`config.mk`:
```
export PLATFORM = sky130hd
export DESIGN_NAME = uart_sram_bridge
export DESIGN_NICKNAME = d
export VERILOG_FILES = /design/src/rtl/uart_sram_bridge_pkg.sv /design/src/rtl/uart_sram_bridge_resp_serialiser.sv /design/src/rtl/uart_sram_bridge.sv
export SDC_FILE = /design/constraint.sdc
export NUM_CORES = 1
export LEC_CHECK = 0
export CELL_PAD_IN_SITES_DETAIL_PLACEMENT = 0
export CELL_PAD_IN_SITES_GLOBAL_PLACEMENT = 1
export CORE_MARGIN = 2
export CORE_UTILIZATION = 48
export CTS_CLUSTER_DIAMETER = 100
export CTS_CLUSTER_SIZE = 14
export DETAILED_ROUTE_END_ITERATION = 10
export PLACE_DENSITY_LB_ADDON = 0.1
export SYNTH_ARGS = -nofsm -noshare
export SYNTH_HDL_FRONTEND = slang
export SYNTH_SLANG_ARGS = --single-unit
```
`constraint.sdc`:
```
create_clock -name clk -period 6.3 [get_ports clk]
set_input_delay 1.26 -clock clk [delete_from_list [all_inputs] [get_ports clk]]
set_output_delay 1.26 -clock clk [all_outputs]
set_load 0.02 [all_outputs]
```
`src/rtl/uart_sram_bridge_pkg.sv`:
```
// Shared opcodes, FSM encodings and small helpers for the UART-to-SRAM command bridge.
package uart_sram_bridge_pkg;

  localparam logic [7:0] OP_SET_ADDR   = 8'h01;
  localparam logic [7:0] OP_WRITE      = 8'h02;
  localparam logic [7:0] OP_READ       = 8'h03;
  localparam logic [7:0] OP_SET_LEN    = 8'h04;
  localparam logic [7:0] OP_BURST_READ = 8'h05;
  localparam logic [7:0] OP_STATUS     = 8'h06;

  typedef enum logic [2:0] {
    ST_RX,
    ST_EXEC,
    ST_MEM_REQ,
    ST_MEM_WAIT_LO,
    ST_MEM_WAIT_HI,
    ST_TX_SEND,
    ST_TX_WAIT
  } bridge_state_e;

  typedef enum logic [1:0] {
    SER_IDLE,
    SER_SEND,
    SER_WAIT_LO,
    SER_WAIT_HI
  } ser_state_e;

  function automatic logic [7:0] sat_inc8(input logic [7:0] v);
    return (v == 8'hFF) ? v : v + 8'd1;
  endfunction

endpackage

```
`src/rtl/uart_sram_bridge_resp_serialiser.sv`:
```
// Shifts a RESP_BYTES response word out MSB byte first over the UART TX handshake,
// pulsing done once the last byte's transmission has completed.
module uart_sram_bridge_resp_serialiser
  import uart_sram_bridge_pkg::*;
#(
  parameter int RESP_BYTES = 4
) (
  input  logic                    clk,
  input  logic                    reset,
  input  logic                    load,
  input  logic [8*RESP_BYTES-1:0] word,
  input  logic                    tx_ready,
  output logic                    tx_start,
  output logic [7:0]              tx_data,
  output logic                    done
);

  localparam int RESP_W = 8 * RESP_BYTES;
  localparam int CNT_W  = $clog2(RESP_BYTES + 1);

  ser_state_e        state_q, state_d;
  logic [RESP_W-1:0] shreg_q, shreg_d;
  logic [CNT_W-1:0]  cnt_q, cnt_d;

  always_ff @(posedge clk) begin
    if (reset) begin
      state_q <= SER_IDLE;
      shreg_q <= '0;
      cnt_q   <= '0;
    end else begin
      state_q <= state_d;
      shreg_q <= shreg_d;
      cnt_q   <= cnt_d;
    end
  end

  always_comb begin
    state_d  = state_q;
    shreg_d  = shreg_q;
    cnt_d    = cnt_q;
    tx_start = 1'b0;
    done     = 1'b0;
    tx_data  = shreg_q[RESP_W-1 -: 8];
    case (state_q)
      SER_IDLE: begin
        if (load) begin
          shreg_d = word;
          cnt_d   = '0;
          state_d = SER_SEND;
        end
      end
      SER_SEND: begin
        if (tx_ready) begin
          tx_start = 1'b1;
          state_d  = SER_WAIT_LO;
        end
      end
      SER_WAIT_LO: begin
        if (!tx_ready) state_d = SER_WAIT_HI;
      end
      SER_WAIT_HI: begin
        // A byte only counts as sent once the UART has gone busy and returned to idle.
        if (tx_ready) begin
          if (cnt_q == CNT_W'(RESP_BYTES - 1)) begin
            done    = 1'b1;
            state_d = SER_IDLE;
          end else begin
            shreg_d = shreg_q << 8;
            cnt_d   = cnt_q + 1'b1;
            state_d = SER_SEND;
          end
        end
      end
      default: state_d = SER_IDLE;
    endcase
  end

endmodule

```
`src/rtl/uart_sram_bridge.sv`:
```
// Parses fixed-length UART command frames into SRAM single/burst accesses and queues
// the RESP_BYTES-wide responses through the serialiser.
module uart_sram_bridge
  import uart_sram_bridge_pkg::*;
#(
  parameter int ADDR_W     = 13,
  parameter int DATA_W     = 8,
  parameter int ARG_BYTES  = 4,
  parameter int RESP_BYTES = 4,
  parameter int LEN_W      = 16,
  parameter int RX_TIMEOUT = 1200000
) (
  input  logic              clk,
  input  logic              reset,
  input  logic              rx_valid,
  input  logic [7:0]        rx_data,
  input  logic              tx_ready,
  output logic              tx_start,
  output logic [7:0]        tx_data,
  input  logic              mem_ready,
  output logic              mem_start,
  output logic              mem_re,
  output logic [ADDR_W-1:0] mem_addr,
  output logic [DATA_W-1:0] mem_wdata,
  input  logic [DATA_W-1:0] mem_rdata,
  output logic              busy,
  output logic [7:0]        overruns
);

  localparam int ARG_W   = 8 * ARG_BYTES;
  localparam int RESP_W  = 8 * RESP_BYTES;
  localparam int FRAME_W = ARG_W + 8;
  localparam int BCNT_W  = $clog2(ARG_BYTES + 2);
  localparam int TMO_W   = $clog2(RX_TIMEOUT + 1);

  bridge_state_e     state_q, state_d;
  logic [FRAME_W-1:0] frame_q, frame_d;
  logic [BCNT_W-1:0] bcnt_q, bcnt_d;
  logic [TMO_W-1:0]  tmo_q, tmo_d;
  logic [ADDR_W-1:0] ptr_q, ptr_d;
  logic [LEN_W-1:0]  len_q, len_d;
  logic [LEN_W-1:0]  rem_q, rem_d;
  logic [DATA_W-1:0] wdata_q, wdata_d;
  logic              mem_re_q, mem_re_d;
  logic [RESP_W-1:0] resp_q, resp_d;
  logic [7:0]        ovr_q, ovr_d;
  logic              ser_load, ser_done;
  logic [7:0]        opcode;
  logic [ARG_W-1:0]  arg;

  assign opcode    = frame_q[FRAME_W-1 -: 8];
  assign arg       = frame_q[ARG_W-1:0];
  assign mem_start = (state_q == ST_MEM_REQ) && mem_ready;
  assign mem_re    = mem_re_q;
  assign mem_addr  = ptr_q;
  assign mem_wdata = wdata_q;
  assign busy      = (state_q != ST_RX);
  assign overruns  = ovr_q;
  assign ser_load  = (state_q == ST_TX_SEND);

  uart_sram_bridge_resp_serialiser #(
    .RESP_BYTES(RESP_BYTES)
  ) u_ser (
    .clk     (clk),
    .reset   (reset),
    .load    (ser_load),
    .word    (resp_q),
    .tx_ready(tx_ready),
    .tx_start(tx_start),
    .tx_data (tx_data),
    .done    (ser_done)
  );

  always_ff @(posedge clk) begin
    if (reset) begin
      state_q  <= ST_RX;
      frame_q  <= '0;
      bcnt_q   <= '0;
      tmo_q    <= '0;
      ptr_q    <= '0;
      len_q    <= '0;
      rem_q    <= '0;
      wdata_q  <= '0;
      mem_re_q <= 1'b0;
      resp_q   <= '0;
      ovr_q    <= '0;
    end else begin
      state_q  <= state_d;
      frame_q  <= frame_d;
      bcnt_q   <= bcnt_d;
      tmo_q    <= tmo_d;
      ptr_q    <= ptr_d;
      len_q    <= len_d;
      rem_q    <= rem_d;
      wdata_q  <= wdata_d;
      mem_re_q <= mem_re_d;
      resp_q   <= resp_d;
      ovr_q    <= ovr_d;
    end
  end

  always_comb begin
    state_d  = state_q;
    frame_d  = frame_q;
    bcnt_d   = bcnt_q;
    tmo_d    = tmo_q;
    ptr_d    = ptr_q;
    len_d    = len_q;
    rem_d    = rem_q;
    wdata_d  = wdata_q;
    mem_re_d = mem_re_q;
    resp_d   = resp_q;
    ovr_d    = ovr_q;

    if (rx_valid && state_q != ST_RX) ovr_d = sat_inc8(ovr_q);

    case (state_q)
      ST_RX: begin
        if (rx_valid) begin
          frame_d = {frame_q[FRAME_W-9:0], rx_data};
          tmo_d   = '0;
          if (bcnt_q == BCNT_W'(ARG_BYTES)) begin
            bcnt_d  = '0;
            state_d = ST_EXEC;
          end else begin
            bcnt_d = bcnt_q + 1'b1;
          end
        end else if (bcnt_q != '0) begin
          // A stalled partial frame is discarded so the next byte starts a fresh frame.
          if (tmo_q == TMO_W'(RX_TIMEOUT - 1)) begin
            bcnt_d = '0;
            tmo_d  = '0;
          end else begin
            tmo_d = tmo_q + 1'b1;
          end
        end
      end
      ST_EXEC: begin
        state_d = ST_TX_SEND;
        resp_d  = '0;
        rem_d   = '0;
        case (opcode)
          OP_SET_ADDR: begin
            ptr_d  = arg[ADDR_W-1:0];
            resp_d = RESP_W'(arg);
          end
          OP_WRITE: begin
            wdata_d  = arg[DATA_W-1:0];
            mem_re_d = 1'b0;
            state_d  = ST_MEM_REQ;
          end
          OP_READ: begin
            mem_re_d = 1'b1;
            rem_d    = LEN_W'(1);
            state_d  = ST_MEM_REQ;
          end
          OP_SET_LEN: begin
            len_d  = arg[LEN_W-1:0];
            resp_d = RESP_W'(arg);
          end
          OP_BURST_READ: begin
            if (len_q != '0) begin
              mem_re_d = 1'b1;
              rem_d    = len_q;
              state_d  = ST_MEM_REQ;
            end
          end
          OP_STATUS: resp_d = RESP_W'({ovr_q, ptr_q});
          default:   resp_d = '1;
        endcase
      end
      ST_MEM_REQ: begin
        if (mem_ready) state_d = ST_MEM_WAIT_LO;
      end
      ST_MEM_WAIT_LO: begin
        if (!mem_ready) state_d = ST_MEM_WAIT_HI;
      end
      ST_MEM_WAIT_HI: begin
        if (mem_ready) begin
          ptr_d   = ptr_q + ADDR_W'(1);
          state_d = ST_TX_SEND;
          if (mem_re_q) begin
            resp_d = RESP_W'(mem_rdata);
            rem_d  = rem_q - LEN_W'(1);
          end
        end
      end
      ST_TX_SEND: state_d = ST_TX_WAIT;
      ST_TX_WAIT: begin
        // Remaining burst words loop back to memory after each response drains.
        if (ser_done) state_d = (rem_q != '0) ? ST_MEM_REQ : ST_RX;
      end
      default: state_d = ST_RX;
    endcase
  end

endmodule

```
After elaboration in Yosys (flattened, before gate mapping)
Index checks and enable logic that the tools add are counted.
Cells by class
  add/sub/neg operators: 6
  equality and inequality tests: 33
  mux-type cells: 50
  bitwise logic cells: 1
  reduce and logical (&&, ||, !) cells: 28
Operators with widths (count)
  $mux W32: 5
  $pmux W32 S2: 2
  $pmux W32 S3: 1
  $pmux W16 S2: 2
  $mux W21: 3
  $mux W16: 3
  $mux W3: 14
  $reduce_bool A16 Y1: 2
  $mux W13: 2
  $ne A2 B2 Y1 const B: 13
  $pmux W13 S2: 1
  $eq A8 B3 Y1 const B: 3
  $add A21 B1 Y21 const B: 1
  $eq A21 B21 Y1 const B: 1
  $pmux W3 S7: 1
  $eq A8 B2 Y1 const B: 2
  $sub A16 B1 Y16 const B: 1
  $add A13 B1 Y13 const B: 1
  $eq A3 B3 Y1 const B: 4
  $pmux W3 S2: 2
  $reduce_and A3 Y1: 4
  $mux W2: 5
  $reduce_and A2 Y1: 5
  $eq A3 B2 Y1 const B: 3
  other kinds (21): 37
Storage, ports and cells
  bits in registers: 198
  input bits: 21
  output and inout port bits: 41

Longest topological paths before layout
  depth in word-level cells: 6
  depth in mapped cells: 9
  gate-level depth less buffers: 7

Modules after synthesis
From an unflattened synthesis, not the netlist that was laid out.
Second synthesis, totals
  cell total of the unflattened synthesis: 1148
  area total of the unflattened synthesis: 9520.4 µm²
Modules (own cells, without submodules)
  uart_sram_bridge: times used 1, cells each 957, area each 7548.5 µm², sequential area each 3223.1 µm²
  uart_sram_bridge_resp_serialiser: times used 1, cells each 191, area each 1971.9 µm², sequential area each 740.7 µm²

Worst setup path after synthesis
Ideal clock, no wire load.
  kind: input -> output
  start: input port mem_ready
  end: output port mem_start
  arrival time: 1.801 ns
  required time: 5.040 ns
  path slack: 3.239 ns
  stages: 2
  path buffers: 0
  path through: nand2_1 -> nor3_1
Between the ends
  word-level cells in the longest chain between the ends: 1
Ends and longest elaborated chain
  start: declaration: line uart_sram_bridge.sv:20  | input logic mem_ready,
  $logic_and A1 B1 Y1: line uart_sram_bridge.sv:53  | assign mem_start = (state_q == ST_MEM_REQ) && mem_ready;
  end: declaration: line uart_sram_bridge.sv:21  | output logic mem_start,
Every way passes these cells.

Worst setup path after layout
Ends and elaborated chain as after synthesis.

==> qor.yml <==
vias_per_cell: 5.665
setup_ws_ns: 2.303
busiest_layer: "met2"
finalSetupViolations: 0
rsz0062_at_grt: "false"
vdd_drop_max_uv: 205.2
htreeDepth: 4
outcome: "finished, final reports clean"
clock_path_buffers: 2
syn_to_final_growth_pct: 12.45
avgRoutedWirePerCell_um: 16.96
io_buffers: 61
coreArea_mm2: 0.01940
nFillCells: 1885
cts_tree: "done"
die_area_mm2: 0.02085
rows: 51
clk_pin_slew_ns: 0.07
ioPinCount: 62
worst_slew_pin_slew_ns: 1.158
power_mw: 2.953
leakagePower_nw: 3.634
grt_pass1_vias: 7218
syn-cell-area_mm2: 0.009460
post-route-drc-count: 0
crit_arrival_ns: 2.74
dp_hpwl_um: 16220
final_hold_viol_count: 0
synth_cell_types: 59
critPathRequiredTime_ns: 5.04
final_cell_mix: "dfxtp_1 (198), nand2_1 (161), nor2_1 (143), a21oi_1 (112), clkdlybuf4s50_1 (60)"
grt_max_degree: 73
cts_root_buffer: "clkbuf_16"
antenna_cells: 0
fin_skew_ns: 0.01398
grt-ovfl-total: 0
antenna_found_initial: 0
synth-seq-cells: 198
fin_tns_setup_ns: 0
slew_headroom_pct: 22.79
fin_util_pct: 54.84
drv_cap: 0
antenna_left: 0
yosysSeqAreaShare_pct: 41.90
syn-num-nets: 1214
crit_path_end_kind: "output port"
start_kind: "primary input"
grt_util_met2_pct: 36.02
gp_congestion: 0.8185
cts_resized: 0
layout.nets: 1207
power_density_mw_per_mm2: 277.6
use_met3_pct: 3.212
syn_inst: 1180
synth_flop_cell: "dfxtp_1"
ctsHoldBuffers: 0
post-route-min-period_ns: 3.997
hold_class: "flip-flop to flip-flop"
mostFrequentLayoutCell: "dfxtp_1"
postSynthAreaPerCell_um2: 8.017
post_cts_buffers: 0
place_ws_ns: 2.308
die_height_um: 144.4
dr.pass1.iters: 6
worst-path-max-fanout: 7
yosys_warnings: 0
synth-async-reset-ratio_pct: 0
critical_path_class: "primary input to output port"
die_w_um: 144.4
max_freq_mhz: 250.2
cts_sinks: 198
use_met1_pct: 35.80
period_share_pct: 63.44
numCtsBuffers: 17
drt-initial-drc-count: 681
routed_wl_um: 24610
clkLatencyLatePin_ns: 0.43
via_count: 8220
slew_violations: 0
grt_pass1_wl_um: 39100
drive_gt1_share_pct: 4.637
synth-edff-count: 0
track_usage_pct: 23.82
holdWs_ns: 0.4509
initial_core_util_pct: 48.77
-- cells by family after synthesis --
group                      after synthesis  synth area share, %
muxes                                   44                4.655
and+or+nand+nor                        464                23.08
adders and majority gates               26                3.095
xor gates and xnor gates                28                2.592
DFF                                    198                41.90
AOI/OAI and AO/OA                      292                18.98
buffers and inverters                  128                5.700
-- registers in the layout, summed over array words and instances, names as in the netlist, 8 cells and up --
name,flops
u_ser.shreg_q,32
overruns,8
tmo_q,21
rem_q,16
mem_addr,13
frame_q,40
resp_q,32
len_q,16
mem_wdata,8
-- critical path, stage by stage --
cell             delay [ns]
clkdlybuf4s50_1        0.56
nand2_1                0.11
nor3_1                 0.18
clkdlybuf4s50_1        0.63
-- layer usage --
layer | up-vias | routed length [um]
li1 | 4152 | -
met1 | 3837 | 12120
met2 | 220 | 10920
met3 | 11 | 1342
met4 | 0 | 238
met5 | - | 0
-- cell usage after synthesis (13+ instances only) --
master | number | share of area, %
nor3_1 | 28 | 1.5
inv_1 | 31 | 1.2
maj3_1 | 13 | 1.4
a21oi_1 | 112 | 5.9
a211oi_1 | 25 | 2.0
clkbuf_1 | 67 | 2.7
o22ai_1 | 15 | 0.99
o21ai_0 | 57 | 3.0
xnor2_1 | 23 | 2.1
nand3_1 | 31 | 1.6
nand2_1 | 161 | 6.4
mux2i_1 | 44 | 4.7
nor2_1 | 143 | 5.7
nor4_1 | 14 | 0.93
ha_1 | 13 | 1.7
dfxtp_1 | 198 | 42
-- final cells by class --
type / instances / area (um2) / share of cell area [%]
Clock buffer: 20 / 456.7 / 4.293
Clock inverter: 12 / 116.4 / 1.094
Inverter: 31 / 116.4 / 1.094
Multi-Input combinational cell: 854 / 4970 / 46.72
Sequential cell: 198 / 3964 / 37.26
Tap cell: 265 / 331.6 / 3.117
Timing Repair Buffer: 71 / 683.2 / 6.422
-- final timing paths --
check	startpoint	endpoint	slack (ns)	cells after the start
setup / recovery	mem_ready	mem_start	2.30	4
hold / removal	resp_q[12]	resp_q[12]	0.45	2
setup reg to reg	state_q[1]	resp_q[7]	3.41	5
hold reg to reg	resp_q[12]	resp_q[12]	0.45	2
-- per-stage QoR --
| step | instance area [um2] | cells |
|---|---|---|
| finish | 10640 | 1451 |
| global route | 10640 | 1451 |
| CTS | 10640 | 1451 |
| detailed placement | 10060 | 1419 |
| global placement | 10060 | 1419 |
| floorplan | 9460 | 1180 |
-- power by group --
group | switching, mW | leakage, nW | internal [mW]
combinational | 0.310 | 1.75 | 0.171
clock | 0.494 | 0.284 | 0.575
sequential | 0.0780 | 1.60 | 1.32
(Power assumes the default switching activity.)
